<file path="config.mk">
export PLATFORM = sky130hd
export DESIGN_NAME = ship_move_ctrl
export DESIGN_NICKNAME = d
export VERILOG_FILES = /design/src/rtl/ship_pkg.sv /design/src/rtl/frame_down_counter.sv /design/src/rtl/ship_move_ctrl.sv
export SDC_FILE = /design/constraint.sdc
export NUM_CORES = 1
export LEC_CHECK = 0
export CORE_MARGIN = 2
export CORE_UTILIZATION = 53
export CTS_BUF_LIST = sky130_fd_sc_hd__clkbuf_4 sky130_fd_sc_hd__clkbuf_8
export CTS_CLUSTER_SIZE = 12
export DETAILED_ROUTE_END_ITERATION = 10
export PLACE_DENSITY_LB_ADDON = 0.08
export SLEW_MARGIN = 20
export SYNTH_ARGS = -nofsm -noshare
export SYNTH_HDL_FRONTEND = slang
export SYNTH_SLANG_ARGS = --single-unit
</file>
<file path="constraint.sdc">
create_clock -name clk_36MHz -period 0.8 [get_ports clk_36MHz]
set_input_delay 0.2 -clock clk_36MHz [delete_from_list [all_inputs] [get_ports clk_36MHz]]
set_output_delay 0.2 -clock clk_36MHz [all_outputs]
set_load 0.05 [all_outputs]
</file>
<file path="src/rtl/ship_pkg.sv">
// Shared types and constants for the ship movement logic.
// Column limits and controller state encoding.
package ship_pkg;

    typedef logic [4:0] col_t;

    typedef enum logic [1:0] {
        IDLE   = 2'd0,
        DELAY  = 2'd1,
        REPEAT = 2'd2
    } ship_state_t;

    localparam col_t SHIP_X_MIN = 5'd0;
    localparam col_t SHIP_X_MAX = 5'd19;

endpackage

</file>
<file path="src/rtl/frame_down_counter.sv">
// Loadable 5-bit down counter that saturates at 1.
// Used to pace auto-repeat steps in units of frame ticks.
module frame_down_counter
    import ship_pkg::*;
(
    input  logic clk,
    input  logic rst_n,
    input  logic clr,
    input  logic load,
    input  col_t load_val,
    input  logic dec,
    output col_t cnt,
    output logic is_one
);

    always_ff @(posedge clk or negedge rst_n) begin
        if (!rst_n) begin
            cnt <= '0;
        end else if (clr) begin
            cnt <= '0;
        end else if (load) begin
            cnt <= load_val;
        end else if (dec && cnt > 5'd1) begin
            cnt <= cnt - 5'd1;
        end
    end

    assign is_one = (cnt == 5'd1);

endmodule

</file>
<file path="src/rtl/ship_move_ctrl.sv">
// Turns held left/right buttons into single-step move requests
// with a typematic delay and auto-repeat, paced by frame ticks.
module ship_move_ctrl
    import ship_pkg::*;
#(
    parameter int REPEAT_DELAY = 12,
    parameter int REPEAT_RATE  = 4,
    parameter int X_MAX        = SHIP_X_MAX
)
(
    input  logic       clk_36MHz,
    input  logic       reset,
    input  logic       enable,
    input  logic       frame_tick,
    input  logic       left_debounced,
    input  logic       right_debounced,
    input  logic [4:0] ship_x,
    output logic       step_left,
    output logic       step_right,
    output logic       busy
);

    localparam col_t DELAY_LD = 5'(REPEAT_DELAY);
    localparam col_t RATE_LD  = 5'(REPEAT_RATE);
    localparam col_t XMAX_C   = 5'(X_MAX);

    logic [1:0]  rst_sync;
    logic        rst_n;
    ship_state_t state;
    ship_state_t next_state;
    logic        dir;
    logic        next_dir;
    logic        eval;
    logic        req_l;
    logic        req_r;
    logic        req_match;
    logic        step_req;
    logic        cnt_load;
    col_t        cnt_val;
    logic        cnt_dec;
    col_t        cnt;
    logic        cnt_one;

    // Assert immediately, release on a clock edge.
    always_ff @(posedge clk_36MHz or negedge reset) begin
        if (!reset) begin
            rst_sync <= 2'b00;
        end else begin
            rst_sync <= {rst_sync[0], 1'b1};
        end
    end

    assign rst_n = rst_sync[1];

    assign eval      = frame_tick & enable;
    assign req_l     = left_debounced & ~right_debounced;
    assign req_r     = right_debounced & ~left_debounced;
    assign req_match = dir ? req_r : req_l;

    always_comb begin
        next_state = state;
        next_dir   = dir;
        step_req   = 1'b0;
        cnt_load   = 1'b0;
        cnt_val    = '0;
        cnt_dec    = 1'b0;
        if (eval) begin
            unique case (state)
                IDLE: begin
                    if (req_l || req_r) begin
                        step_req   = 1'b1;
                        next_dir   = req_r;
                        cnt_load   = 1'b1;
                        cnt_val    = DELAY_LD;
                        next_state = DELAY;
                    end
                end
                DELAY, REPEAT: begin
                    if (!req_match) begin
                        next_state = IDLE;
                    end else if (cnt_one) begin
                        step_req   = 1'b1;
                        cnt_load   = 1'b1;
                        cnt_val    = RATE_LD;
                        next_state = REPEAT;
                    end else begin
                        cnt_dec = 1'b1;
                    end
                end
                default: next_state = IDLE;
            endcase
        end
    end

    frame_down_counter u_cnt (
        .clk      (clk_36MHz),
        .rst_n    (rst_n),
        .clr      (~enable),
        .load     (cnt_load),
        .load_val (cnt_val),
        .dec      (cnt_dec),
        .cnt      (cnt),
        .is_one   (cnt_one)
    );

    // Edge suppression gates only the pulse; pacing carries on.
    always_ff @(posedge clk_36MHz or negedge rst_n) begin
        if (!rst_n) begin
            state      <= IDLE;
            dir        <= 1'b0;
            step_left  <= 1'b0;
            step_right <= 1'b0;
            busy       <= 1'b0;
        end else if (!enable) begin
            state      <= IDLE;
            step_left  <= 1'b0;
            step_right <= 1'b0;
            busy       <= 1'b0;
        end else begin
            state      <= next_state;
            dir        <= next_dir;
            step_left  <= step_req & ~next_dir & (ship_x != SHIP_X_MIN);
            step_right <= step_req & next_dir & (ship_x < XMAX_C);
            busy       <= (next_state != IDLE);
        end
    end

endmodule

</file>
==> metrics.txt, run 1 <==
Unique masters post-synth 32; hold_buf cts 0; Cell Area, Synth approximately 780 um2; Synth async-reset ratio 100.0%; top_reg_cell synth dfrtp_1; most common cell in the synthesized netlist dfrtp_1; Stop stage clock tree synthesis (4_1_cts); Max H-tree Level 1; First Err [ERROR DPL-0033] detailed placement checks failed during check placement.; flip-flop and latch count after synthesis 13; ranking of synthesized cells by area dfrtp_1 42%, ha_1 9.6%, inv_1 5.3%, nor3_1 3.8%, a211o_1 3.4%; Post-synth top cells 13 x dfrtp_1, 11 x inv_1, 6 x ha_1, 6 x nor3_1, 5 x a21oi_1; status aborted with a tool error; die width 42.41 um; post_cts resized 33; Synth top area share 41.60%; cts bufs inserted 3; syn_area_per_cell 9.654 um2; post-synthesis sequential area ratio 41.60%; initial core utilization about three fifths; postcts setup bufs 2; hpwl dp 1.857 mm; EDFF count, synth 0; Port Buffers 13; Cell Rows 13; Root Driver clkbuf_4; nets in the synthesized netlist 98; Synth area leader dfrtp_1; # clock sinks 13; GP Congestion 0.8913; die height 42.41 um; number of I/O pins 14; maximum clock insertion buffer count 2; placed cells 129; Gate Count Post-Synth 81; YS warnings 0
[cell families after synthesis]
| kind of cell | after synthesis | share of synthesized area, % |
|---|---|---|
| fa+ha+maj | 6 | 9.600 |
| other cells | 1 | 0.4795 |
| flops | 13 | 41.60 |
| buf+inv | 12 | 5.760 |
| compound gates | 22 | 20.64 |
| simple gates | 24 | 17.92 |
| mux | 3 | 4.000 |
[stage by stage]
stage	TNS (ns)	util (%)	cell area, um2	worst slack, ns
global placement	-11.61	87.71	1170	-1.130
floorplan	-7.562	-	837.1	-0.8381
detailed placement	-12.54	87.71	1170	-1.259
==> run 2: changes to the inputs <==
==> config.mk (replaced) <==
export PLATFORM = sky130hd
export DESIGN_NAME = ship_move_ctrl
export DESIGN_NICKNAME = d
export VERILOG_FILES = /design/src/rtl/ship_pkg.sv /design/src/rtl/frame_down_counter.sv /design/src/rtl/ship_move_ctrl.sv
export SDC_FILE = /design/constraint.sdc
export NUM_CORES = 1
export LEC_CHECK = 0
export CORE_AREA = 2 2 63 65
export DETAILED_ROUTE_END_ITERATION = 10
export DIE_AREA = 0 0 65 67
export PLACE_DENSITY_LB_ADDON = 0.15
export SLEW_MARGIN = 20
export SYNTH_ARGS = -nofsm -noshare
export SYNTH_HDL_FRONTEND = slang
export SYNTH_SLANG_ARGS = --single-unit
==> run 2 against run 1 <==
Net effect:
- the flow now finishes, with violations (setup timing)
- synthesized cell count unchanged
- area after synthesis unchanged
==> metrics.txt, run 2 <==
most frequent cells in the layout 17 x buf_4, 12 x dfrtp_1, 8 x clkdlybuf4s50_1, 6 x inv_1, 5 x inv_2; Synth async-reset ratio 100.0%; total grt overflow 0; EDFF count, synth 0; Clk pin slew, worst setup/hold paths 0.06 ns; final setup vio count 14; number of I/O pins 14; # clock sinks 13; max-slew violation count 0; Tcrit/Tclk final 219.1%; fmax 0.5706 GHz; RSZ-0062 raised after global routing true; total power 1.992 mW; max reg flops 5; first-pass GRT wire length roughly 3.7 mm; Max H-tree Level 1; Cell Area, Synth about 780 um2; Multi-input gate area 649.4 um2; GP Congestion 0.8098; Root Driver clkbuf_8; nets 137; Fill cells 357; DP Worst Slack -1.195 ns; top_reg_cell synth dfrtp_1; Hold Path Class reg -> async; top flop regs u_cnt.cnt: 5 flops, rst_sync: 2 flops, state: 2 flops; Synth area leader dfrtp_1; # Max-Cap Violations 0; initial antenna violation count 0; Antenna Nets Post-Route 0; TNS Setup -9.336 ns; full die area around 4400 um2; ranking of synthesized cells by area dfrtp_1 42%, ha_1 9.6%, inv_1 5.3%, nor3_1 3.8%, a211o_1 3.4%; layout cells sized above 1 55.46%; status complete, but fails checks; Post-synth top cells 13 x dfrtp_1, 11 x inv_1, 6 x ha_1, 6 x nor3_1, 5 x a21oi_1; flip-flop and latch count after synthesis 13; Crit Path Category reg -> reg; post-synthesis sequential area ratio 41.60%; most common cell after layout, fill and taps aside buf_4; CP Max Fanout 3; hpwl dp 1.571 mm; VDD IR max 0.0009514 V; Largest Register u_cnt.cnt; Critical Path Source Type flop; Clk Latency, worst-skew pair 0.25 ns; Synth top area share between 40% and 50%; nets in the synthesized netlist 98; Area Growth Syn to Fin 88.48%; cts bufs inserted 3; maximum clock insertion buffer count 2; 1st-iter DRT viols 18; most common cell in the synthesized netlist dfrtp_1; Initial DRT Pass Iterations 4; CTS tree built; initial core utilization between 20% and 30%; die width 65 um; leakage power total slightly above 0.6 nW; Cell Rows 22; final wirelength 2.247 mm; Worst Setup End Kind flop; syn_area_per_cell 9.654 um2; Arr. time, crit path between 1.5 and 2 ns; via count 766; Sequential Area 326.6 um2; Port Buffers 13; die height 67 um; Worst R2R Path Depth 6; power density cells between 1000 and 1500 nW/um2; final worst slack -0.9526 ns; DRC viols 0; largest net degree at the start of global routing 11; Req. time, crit path 0.98 ns; Hold WS 0.04502 ns; vias in the first global route 815; # diodes 0; violated checks setup timing; Gate Count Post-Synth 81; min Tclk post-route 1.753 ns; core box area approximately 3600 um2; Avg WL per Cell 13.46 um; Vias/cell 4.587; YS warnings 0; Clock Skew 0.001352 ns; Unique masters post-synth 32; hold_buf cts 0; Final Hold Viols 0; Util after Layout about two fifths; global-route usage over all layers 11.31%
-- run 2: final timing paths --
| path | start | to | slack, ns |
|---|---|---|---|
| setup / recovery | u_cnt.cnt[0]$_DFFE_PN0P_ | u_cnt.cnt[2]$_DFFE_PN0P_ | -0.95 |
| hold / removal | rst_sync[1]$_DFF_PN0_ | step_left$_DFF_PN0_ | 0.05 |
| setup reg to reg | u_cnt.cnt[0]$_DFFE_PN0P_ | u_cnt.cnt[2]$_DFFE_PN0P_ | -0.95 |
| hold reg to reg | rst_sync[1]$_DFF_PN0_ | step_left$_DFF_PN0_ | 0.05 |
| max in group asynchronous | rst_sync[1]$_DFF_PN0_ | u_cnt.cnt[3]$_DFFE_PN0P_ | 0.47 |
| min in group clk_36MHz | rst_sync[0]$_DFF_PN0_ | rst_sync[1]$_DFF_PN0_ | 0.36 |
-- run 2: cells by family after synthesis --
group           share of synthesized area, %
compound gates                         20.64
fa+ha+maj                              9.600
buf+inv                                5.760
flops                                  41.60
mux                                    4.000
other cells                           0.4795
simple gates                           17.92
-- run 2: where the power goes --
part	leakage [nW]	internal [mW]	switching [mW]
Combinational	0.419	0.342	0.281
Sequential	0.171	0.698	0.0623
Clock	0.0255	0.345	0.264
Total	0.616	1.38	0.607
-- run 2: area by class of cell --
| class | instances | area share, % |
|---|---|---|
| clock buffer | 3 | 2.801 |
| sequential | 13 | 22.16 |
| tap | 48 | 4.075 |
| multi-input combinational | 56 | 44.06 |
| timing repair buffer | 35 | 23.77 |
| inverter | 11 | 2.801 |
| clock inverter | 1 | 0.3396 |
-- run 2: critical path: stages (launching register included) --
cell      delay (ns)
dfrtp_1         0.41
ha_4            0.18
o21bai_4        0.16
a211o_1         0.31
buf_6           0.13
or4_4           0.40
nand3b_1        0.10
-- run 2: stage by stage --
stage               cells  instance area [um2]
finish                167                 1474
global route          167                 1474
CTS                   165                 1353
detailed placement    155                 1171
global placement      155                 1171
floorplan              81                837.1
-- run 2: what timing repair did --
action,in CTS,in global routing
pin swaps,10,14
buffers inserted,6,3
gates resized for setup,20,20
hold endpoints to repair,0,0
endpoints found under the setup margin,14,14
-- run 2: metal layers --
metal | wire [um] | up-vias | GRT usage [%]
met5 | 0 | - | 0
met4 | 12 | 0 | 2.660
met3 | 106 | 2 | 3.547
met2 | 1222 | 17 | 20.88
met1 | 905 | 374 | 12.60
li1 | - | 373 | -
(Power assumes the default switching activity.)
